`config.mk`:
```
export PLATFORM = sky130hd
export DESIGN_NAME = r2r_sample_sequencer_flat
export DESIGN_NICKNAME = d
export VERILOG_FILES = /design/src/rtl/r2r_sample_sequencer_if.sv /design/src/rtl/r2r_sample_sequencer.sv /design/src/flat_wrapper.sv
export SDC_FILE = /design/constraint.sdc
export NUM_CORES = 1
export LEC_CHECK = 0
export ABC_AREA = 1
export ABC_CLOCK_PERIOD_IN_PS = 2900
export BUFFER_PORTS_ARGS = -buffer_cell sky130_fd_sc_hd__buf_2
export CAP_MARGIN = 20
export CORE_AREA = 5 5 141 89
export CTS_CLUSTER_DIAMETER = 200
export CTS_CLUSTER_SIZE = 12
export DETAILED_ROUTE_END_ITERATION = 8
export DIE_AREA = 0 0 146 94
export GPL_ROUTABILITY_DRIVEN = 0
export GPL_TIMING_DRIVEN = 0
export MAX_ROUTING_LAYER = met4
export PLACE_DENSITY_LB_ADDON = 0.2
export SKIP_CTS_REPAIR_TIMING = 1
export SYNTH_ARGS = -nofsm -noshare
export SYNTH_HDL_FRONTEND = slang
export SYNTH_SLANG_ARGS = --single-unit
export TNS_END_PERCENT = 5
```
`constraint.sdc`:
```
create_clock -name clk -period 2.9 [get_ports clk]
set_input_delay 0.58 -clock clk [delete_from_list [all_inputs] [get_ports clk]]
set_output_delay 0.58 -clock clk [all_outputs]
set_load 0.02 [all_outputs]
```
`src/rtl/r2r_sample_sequencer_if.sv`:
```
// Host-side bus of the R2R sample sequencer: sample/divider writes, mode select, DAC code and status.
// The master modport belongs to the host, the slave modport to the sequencer.
interface r2r_sample_sequencer_if;
   logic [7:0] data;
   logic       wr;
   logic       div_load;
   logic [1:0] mode;
   logic       clr_flags;
   logic [7:0] r2r_code;
   logic       sample_tick;
   logic       fifo_full;
   logic       fifo_empty;
   logic       overflow;
   logic       underrun;

   modport master (
      output data, wr, div_load, mode, clr_flags,
      input  r2r_code, sample_tick, fifo_full, fifo_empty, overflow, underrun
   );

   modport slave (
      input  data, wr, div_load, mode, clr_flags,
      output r2r_code, sample_tick, fifo_full, fifo_empty, overflow, underrun
   );
endinterface

```
`src/rtl/r2r_sample_sequencer.sv`:
```
// Paced DAC code source: FIFO playback or saw/triangle/square waveform, one step per divider tick.
// r2r_code updates on the edge ending a tick cycle; FIFO writes never stall, excess writes are dropped and flagged.
module r2r_sample_sequencer #(
   parameter int DEPTH     = 8,
   parameter int DIV_RESET = 9
) (
   input logic                   clk,
   input logic                   rst,
   r2r_sample_sequencer_if.slave bus
);
   localparam int         AW       = $clog2(DEPTH);
   localparam logic [AW:0] FULL_CNT = (AW+1)'(DEPTH);
   localparam logic [7:0] DIV_INIT = 8'(DIV_RESET);
   localparam logic [1:0] M_FIFO   = 2'b00;
   localparam logic [1:0] M_SAW    = 2'b01;
   localparam logic [1:0] M_TRI    = 2'b10;
   localparam logic [1:0] M_SQR    = 2'b11;

   logic [7:0]    div_reg, cnt, code, code_next;
   logic [7:0]    mem [DEPTH];
   logic [AW-1:0] rd_ptr, wr_ptr;
   logic [AW:0]   count;
   logic [1:0]    mode_q;
   logic          dir, dir_eff, dir_next;
   logic          tick, empty, full, wr_eff, pop, push;
   logic          ovf_set, und_set, overflow_q, underrun_q;

   assign tick    = (cnt == 8'd0);
   assign empty   = (count == '0);
   assign full    = (count == FULL_CNT);
   // div_load owns the data bus that cycle, so a coincident write is discarded
   assign wr_eff  = bus.wr & ~bus.div_load;
   assign pop     = tick & (bus.mode == M_FIFO) & ~empty;
   assign push    = wr_eff & (~full | pop);
   assign ovf_set = wr_eff & full & ~pop;
   assign und_set = tick & (bus.mode == M_FIFO) & empty;

   // Entering triangle picks the direction that can still move from the current code
   assign dir_eff = ((bus.mode == M_TRI) && (mode_q != M_TRI)) ? (code != 8'hFF) : dir;

   always_comb begin
      code_next = code;
      dir_next  = dir_eff;
      if (tick) begin
         unique case (bus.mode)
            M_FIFO: if (pop) code_next = mem[rd_ptr];
            M_SAW:  code_next = code + 8'd1;
            M_TRI: begin
               if (dir_eff) begin
                  code_next = code + 8'd1;
                  if (code == 8'hFE) dir_next = 1'b0;
               end else begin
                  code_next = code - 8'd1;
                  if (code == 8'h01) dir_next = 1'b1;
               end
            end
            M_SQR:  code_next = code[7] ? 8'h00 : 8'hFF;
         endcase
      end
   end

   always_ff @(posedge clk or posedge rst) begin
      if (rst) begin
         div_reg <= DIV_INIT;
         cnt     <= DIV_INIT;
      end else if (bus.div_load) begin
         div_reg <= bus.data;
         cnt     <= bus.data;
      end else if (tick) begin
         cnt <= div_reg;
      end else begin
         cnt <= cnt - 8'd1;
      end
   end

   always_ff @(posedge clk) begin
      if (push) mem[wr_ptr] <= bus.data;
   end

   always_ff @(posedge clk or posedge rst) begin
      if (rst) begin
         rd_ptr <= '0;
         wr_ptr <= '0;
         count  <= '0;
      end else begin
         if (pop)  rd_ptr <= rd_ptr + 1'b1;
         if (push) wr_ptr <= wr_ptr + 1'b1;
         case ({push, pop})
            2'b10:   count <= count + 1'b1;
            2'b01:   count <= count - 1'b1;
            default: count <= count;
         endcase
      end
   end

   always_ff @(posedge clk or posedge rst) begin
      if (rst) begin
         code       <= 8'h00;
         dir        <= 1'b1;
         mode_q     <= M_FIFO;
         overflow_q <= 1'b0;
         underrun_q <= 1'b0;
      end else begin
         code       <= code_next;
         dir        <= dir_next;
         mode_q     <= bus.mode;
         overflow_q <= ovf_set | (overflow_q & ~bus.clr_flags);
         underrun_q <= und_set | (underrun_q & ~bus.clr_flags);
      end
   end

   assign bus.r2r_code    = code;
   assign bus.sample_tick = tick;
   assign bus.fifo_full   = full;
   assign bus.fifo_empty  = empty;
   assign bus.overflow    = overflow_q;
   assign bus.underrun    = underrun_q;
endmodule
```
`src/flat_wrapper.sv`:
```
// flat-port wrapper written by rule: the top's interface ports become plain ports
module r2r_sample_sequencer_flat 
#(
   parameter int DEPTH     = 8,
   parameter int DIV_RESET = 9
)
  (clk, rst, bus_data, bus_wr, bus_div_load, bus_mode, bus_clr_flags, bus_r2r_code, bus_sample_tick, bus_fifo_full, bus_fifo_empty, bus_overflow, bus_underrun);
  r2r_sample_sequencer_if bus_i ();
  input logic clk;
  input logic rst;
  input wire logic [$bits(bus_i.data)-1:0] bus_data;
  input wire logic [$bits(bus_i.wr)-1:0] bus_wr;
  input wire logic [$bits(bus_i.div_load)-1:0] bus_div_load;
  input wire logic [$bits(bus_i.mode)-1:0] bus_mode;
  input wire logic [$bits(bus_i.clr_flags)-1:0] bus_clr_flags;
  output wire logic [$bits(bus_i.r2r_code)-1:0] bus_r2r_code;
  output wire logic [$bits(bus_i.sample_tick)-1:0] bus_sample_tick;
  output wire logic [$bits(bus_i.fifo_full)-1:0] bus_fifo_full;
  output wire logic [$bits(bus_i.fifo_empty)-1:0] bus_fifo_empty;
  output wire logic [$bits(bus_i.overflow)-1:0] bus_overflow;
  output wire logic [$bits(bus_i.underrun)-1:0] bus_underrun;
  assign bus_i.data = bus_data;
  assign bus_i.wr = bus_wr;
  assign bus_i.div_load = bus_div_load;
  assign bus_i.mode = bus_mode;
  assign bus_i.clr_flags = bus_clr_flags;
  assign bus_r2r_code = bus_i.r2r_code;
  assign bus_sample_tick = bus_i.sample_tick;
  assign bus_fifo_full = bus_i.fifo_full;
  assign bus_fifo_empty = bus_i.fifo_empty;
  assign bus_overflow = bus_i.overflow;
  assign bus_underrun = bus_i.underrun;
  r2r_sample_sequencer #(.DEPTH(DEPTH), .DIV_RESET(DIV_RESET)) u_core (.clk(clk), .rst(rst), .bus(bus_i));
endmodule
```
== Yosys cells after proc, flatten, opt, wreduce, memory -nomap -nowiden ==
Memories as Yosys holds them, arrays and structs flattened.
Index checks and enable logic that the tools add are counted.

* Bits in registers: 39
* Output and inout bits: 13
* Memory bits (read-only): 0
* Latch bits: 0
* Bits of input ports: 15
* Memories kept: 1
* Logic and storage cells: 67
* Bits in writable memories: 64

* Div/mod/pow operators: 0
* Reductions and logical operators: 6
* Shifts and indexed selects: 0
* Add/subtract/negate cells: 7
* Bitwise operators: 17
* Order comparisons: 0
* Muxes and demuxes: 15
* Equality and inequality tests: 11
* Multiply operators: 0

{| class="wikitable"
|+ Memories
! name !! depth !! width !! read ports !! clocked after Yosys merged registers in !! write ports !! line !! RTL
|-
| u_core.mem || 8 || 8 || 1 || 0 || 1 || r2r_sample_sequencer.sv:20 || <nowiki>logic [7:0] mem [DEPTH];</nowiki>
|}

{| class="wikitable"
|+ Operators with widths
! kind !! count
|-
| two-way mux 8 bit || 5
|-
| one-hot mux 8 bit (4 select lines) || 1
|-
| subtractor 8 x 1 -> 8 bit, second input constant || 2
|-
| bitwise AND 1 bit || 9
|-
| adder 8 x 1 -> 8 bit, second input constant || 1
|-
| equality test 8 x 1 -> 1 bit, second input constant || 1
|-
| equality test 8 bit, second input constant || 1
|-
| zero test 8 bit || 1
|-
| two-way mux 1 bit || 8
|-
| inequality test 8 bit, second input constant || 1
|-
| one-hot mux 4 bit (2 select lines) || 1
|-
| adder 3 x 1 -> 3 bit, second input constant || 2
|-
| equality test 2 bit, second input constant || 3
|-
| NOT 1 bit || 5
|-
| adder 4 x 1 -> 4 bit, second input constant || 1
|-
| equality test 2 x 1 -> 1 bit, second input constant || 2
|-
| equality test 4 bit, second input constant || 1
|-
| zero test 4 bit || 1
|-
| subtractor 4 x 1 -> 4 bit, second input constant || 1
|-
| bitwise OR 1 bit || 3
|-
| zero test 2 bit || 1
|-
| inequality test 2 x 1 -> 1 bit, second input constant || 1
|-
| inequality test 2 bit, second input constant || 1
|-
| AND reduction 2 bit || 1
|-
| other kinds (2) || 2
|}

== Longest topological paths before layout ==
* Depth in word-level cells: 7
* Depth in mapped cells: 17
* Depth with buffers taken out: 17

== Least setup slack after synthesis ==
No wires, ideal clock.

* Path kind: reg-to-reg
* Start point: register u_core.cnt[0]
* End point: register u_core.count[3]
* Arrival: 2.338 ns
* Required time: 2.769 ns
* Period minus slack after synthesis: 2.469 ns
* Buffers on the path: 0
* Slack: 0.431 ns
* Setup time: 0.131 ns
* Cell stages (with the launch flop): 15
* Cells stage by stage: dfstp_2 -> inv_1 -> ha_1 -> nor3b_4 -> nand3_4 -> clkinv_4 -> nand2_4 -> nand2_4 -> nand2_4 -> ha_1 -> xor2_1 -> nand3_1 -> a21oi_1 -> o21ai_0 -> xor2_1

* Longest elaborated chain between the ends: 7
* Elaborated cells between the ends (all ways): 9
* Those cells by class: eq/ne (2); mux (1); bitwise (4); reduce/logical (2)

{| class="wikitable"
|+ RTL lines
! element !! line !! RTL
|-
| from (decl) || r2r_sample_sequencer.sv:19 || <nowiki>logic [7:0] div_reg, cnt, code, code_next;</nowiki>
|-
| from (signal assigned) || r2r_sample_sequencer.sv:68 || <nowiki>cnt <= bus.data;</nowiki>
|-
| from (signal assigned) || r2r_sample_sequencer.sv:70 || <nowiki>cnt <= div_reg;</nowiki>
|-
| from (signal assigned) || r2r_sample_sequencer.sv:72 || <nowiki>cnt <= cnt - 8'd1;</nowiki>
|-
| zero test 8 bit (*) || r2r_sample_sequencer.sv:28 || <nowiki>assign tick = (cnt == 8'd0);</nowiki>
|-
| via bus_sample_tick || flat_wrapper.sv:17 || <nowiki>output wire logic [$bits(bus_i.sample_tick)-1:0] bus_sample_tick;</nowiki>
|-
| bitwise AND 1 bit (*) (2 in a row) || r2r_sample_sequencer.sv:33 || <nowiki>assign pop = tick & (bus.mode == M_FIFO) & ~empty;</nowiki>
|-
| bitwise OR 1 bit || r2r_sample_sequencer.sv:34 || <nowiki>assign push = wr_eff & (~full | pop);</nowiki>
|-
| bitwise AND 1 bit || r2r_sample_sequencer.sv:34 ||
|-
| equality test 2 x 1 -> 1 bit or equality test 2 bit (tied branches) || r2r_sample_sequencer.sv:88 || <nowiki>case ({push, pop})</nowiki>
|-
| one-hot mux 4 bit (2 select lines) or nonzero test 2 bit (tied branches) || -- ||
|-
| to (signal assigned) || r2r_sample_sequencer.sv:89 || <nowiki>2'b10: count <= count + 1'b1;</nowiki>
|-
| to (signal assigned) || r2r_sample_sequencer.sv:90 || <nowiki>2'b01: count <= count - 1'b1;</nowiki>
|-
| to (signal assigned) || r2r_sample_sequencer.sv:91 || <nowiki>default: count <= count;</nowiki>
|-
| to (decl) || r2r_sample_sequencer.sv:22 || <nowiki>logic [AW:0] count;</nowiki>
|}

Mark *: on every way through the listed nets, which the timed path passes. The rest lies on a longest branch.
A chain may end at the register's enable or synchronous reset.

== Worst setup path after layout ==
* Start point: register u_core.cnt[0]
* End point: memory u_core.mem[1][5], enable pin

* Longest elaborated chain between the ends: 7

{| class="wikitable"
|+ RTL lines
! element !! line !! RTL
|-
| zero test 8 bit || r2r_sample_sequencer.sv:28 ||
|-
| bitwise AND 1 bit (2 in a row) || r2r_sample_sequencer.sv:33 ||
|-
| bitwise OR 1 bit || r2r_sample_sequencer.sv:34 ||
|-
| bitwise AND 1 bit || r2r_sample_sequencer.sv:34 ||
|-
| two-way mux 1 bit || r2r_sample_sequencer.sv:77 || <nowiki>if (push) mem[wr_ptr] <= bus.data;</nowiki>
|-
| two-way mux 1 bit (implied by the code) || r2r_sample_sequencer.sv:77 ||
|-
| to (decl) || r2r_sample_sequencer.sv:20 ||
|}

No other way between the ends.

==> impl_metrics.toml <==
[setup_path]
cp_max_fo = 9
crit_type = "flop to flop"
regToRegStartpoint = "u_core.cnt[0]$_DFF_PP1_"
worst_ep_arrival_time_ns = 2.66
cp_data_required_time_ns = 2.87
r2r-end = "u_core.mem[1][5]$_DFFE_PP_"
end_kind = "flop"
start_kind = "flop"
worstRegToRegCells = 9
reg2reg_slack_ns = 0.21

[die]
die_w_um = 146
initial_core_util_pct = 47.05
die_area_um2 = 13720
fp.dieH_um = 94
coreArea_um2 = 11070
ios = 28
num_rows = 30

[timing]
rsz0062_at_grt = "no"
fin_tns_setup_ns = 0
relSlewSlack_pct = 29.20
hold_viol = 0
min_period_ns = 2.686
skew_ns = 0.008796
drv_slew = 0
fmax_ghz = 0.3723
setup_viol = 0
layout_worst_path_cycle_share_pct = 92.63
fin_hold_ws_ns = 0.3960
tightestPinTransition_ns = 1.058

[global_routing]
grt_max_degree = 40
grt_overflow_total = 0
groute.usage.overall_pct = 19.43
grt_pass1_vias = 3751
grt_pass1_wl_mm = 19.98
antenna_found_initial = 0

[finish]
final_cell_area_um2 = 5874
largest_reg_flops = 64
drive_above_1_share_pct = 13.29
n_antenna_cell = 0
largest-register = "u_core.mem"
fin_nets = 652
areaGrowthSynthToFinish_pct = 12.75

[routing]
wl_per_cell_um = 15.68
drc = 0
postRouteAntennaNets = 0
via_per_inst = 5.057
num_vias = 3924
drt-initial-drc-count = 250
firstDrtPassIters = 5
wl_mm = 12.17

[worst_hold_path]
hold_path_depth = 1
hold_start = "bus_mode[1]"
hold_end = "u_core.mode_q[1]$_DFF_PP0_"
hold_class = "input port to flop"

[power]
p_switching_mw = 1.761
peakVddDrop_mv = 0.3783
p_seq_share_pct = 42.2
pwr-share-clk_pct = 26.0
intPower_mw = 2.967
power_frac_comb_pct = 31.7
power_density_nw_per_um2 = 804.8
p_leak_nw = 2.720
switching_share_pct = 37.25
power_mw = 4.728

[placement]
place_area_um2 = 5525
io_buffers = 27
hpwl_mm = 8.700

[clock_tree]
htreeDepth = 3
clk_path_buf_depth = 2
root_buffer = "clkbuf_16"
cts_tree = "built"
clk_latency_ns = 0.35
numCtsBuffers = 9
clock_sinks = 103
path_clk_slew_ns = 0.07

[synthesis]
syn_area_per_cell_um2 = 8.921
synth_nets = 609
syn_inst = 584
async_flop_share_pct = 37.86
synthFlopType = "edfxtp_1"
ys_seq_area_share_pct = 55.74
synth.cell_area_um2 = 5210
synth_edf_count = 64
synth_seq_cells = 103
synth.distinct_cells = 35
yosys_warnings = 0

[status]
status = "complete, no violations"

[job]
max-cap-violations = 0
## synthesized netlist by cell type (3+ instances only)
library cell	n	area (um^2)
buf_2	9	45.04
nor3_1	3	15.01
nand2_4	3	33.78
nand3_1	67	335.3
o22ai_1	3	18.77
xor2_1	15	131.4
a21oi_1	6	30.03
dfrtp_1	34	850.8
edfxtp_1	64	1922
inv_1	91	341.6
nand2_1	166	623.1
clkbuf_1	4	15.01
nand4_1	4	25.02
nor2_1	46	172.7
o211ai_1	3	22.52
ha_1	10	125.1
xnor2_1	3	26.28
nor3b_2	3	37.54
dfstp_2	5	131.4
o21ai_0	26	130.1
## through the flow
| stage | cells | util, % | setup WS [ns] |
|---|---|---|---|
| 2_1_floorplan | 584 | - | 0.4310 |
| 3_3_place_gp | 755 | 49.90 | 0.09226 |
| 3_5_place_dp | 755 | 49.90 | 0.03060 |
| 4_1_cts | 771 | 52.62 | 0.008877 |
| 5_1_grt | 776 | 53.05 | 0.05958 |
| 6_report | 776 | 53.05 | 0.2138 |
## power by group through the flow
stage	Combinational, mW	Sequential (mW)	Clock [mW]
after floorplan	1.02	2.03	0
after global placement	1.45	2.01	0
after detailed placement	1.48	2.02	0
after CTS	1.49	1.99	1.26
after global routing	1.71	2.03	1.32
final	1.50	2.00	1.23
## worst max path at each step
| stage | from | to | cells after the start |
|---|---|---|---|
| finish | u_core.cnt[0]$_DFF_PP1_ | u_core.mem[1][5]$_DFFE_PP_ | 9 |
| global route | u_core.cnt[0]$_DFF_PP1_ | u_core.count[3]$_DFFE_PP0P_ | 16 |
| CTS | u_core.cnt[0]$_DFF_PP1_ | u_core.mem[1][5]$_DFFE_PP_ | 9 |
| detailed placement | u_core.cnt[0]$_DFF_PP1_ | u_core.mem[1][2]$_DFFE_PP_ | 9 |
| global placement | u_core.cnt[0]$_DFF_PP1_ | u_core.mem[1][2]$_DFFE_PP_ | 9 |
| floorplan | u_core.cnt[0]$_DFF_PP1_ | u_core.count[3]$_DFFE_PP0P_ | 14 |
## kinds of logic after synthesis
logic type	after synthesis	share of synthesized area (%)
flip-flops	103	55.74
XOR/XNOR	18	3.026
AO/OA/AOI/OAI	41	4.491
AND/OR/NAND/NOR	301	25.89
adder cells (fa/ha/maj)	10	2.402
buffers and inverters	111	8.453
## placed cells by master (no fill, tap or decap), drive strengths merged, types with 2 or more instances in the layout
cell type and n:
buf 43, nand2 170, ha 10, nand3 69, nor2 46, o211ai 3
nor3 5, xor2 15, clkbuf 13, xnor2 3, nand4 4, inv 96
dfstp 5, o22ai 3, clkinv 5, dfrtp 34, o21ai 26, edfxtp 64
nor3b 4, a21oi 7, nand3b 2
## per-layer routing
metal / vias to the layer above / wire, um / share of wire, % / track usage (%)
met2: 110 / 5158 / 42 / 27.60
met3: 11 / 770 / 6.3 / 4.966
met5: - / 0 / 0 / -
met4: 0 / 133 / 1.1 / 5.008
met1: 1845 / 6107 / 50 / 27.87
li1: 1958 / - / - / -
## critical path, stage by stage, from the launching register on
cell	delay [ns]
dfstp_2	0.36
inv_1	0.11
ha_1	0.20
nor3b_4	0.26
nand3_4	0.15
clkinv_4	0.13
nand2_4	0.06
nand2_4	0.11
nand2_4	0.10
nor2_1	0.82
## cell type report
cell class,instances,area [um^2]
Multi-Input combinational cell,370,1876
Inverter,96,365.4
Fill cell,1010,5199
Clock inverter,7,76.32
Timing Repair Buffer,32,172.7
Tap cell,144,180.2
Sequential cell,103,2904
Clock buffer,9,225.2
Buffer,15,75.07
Power figures use the tool's default switching activity.
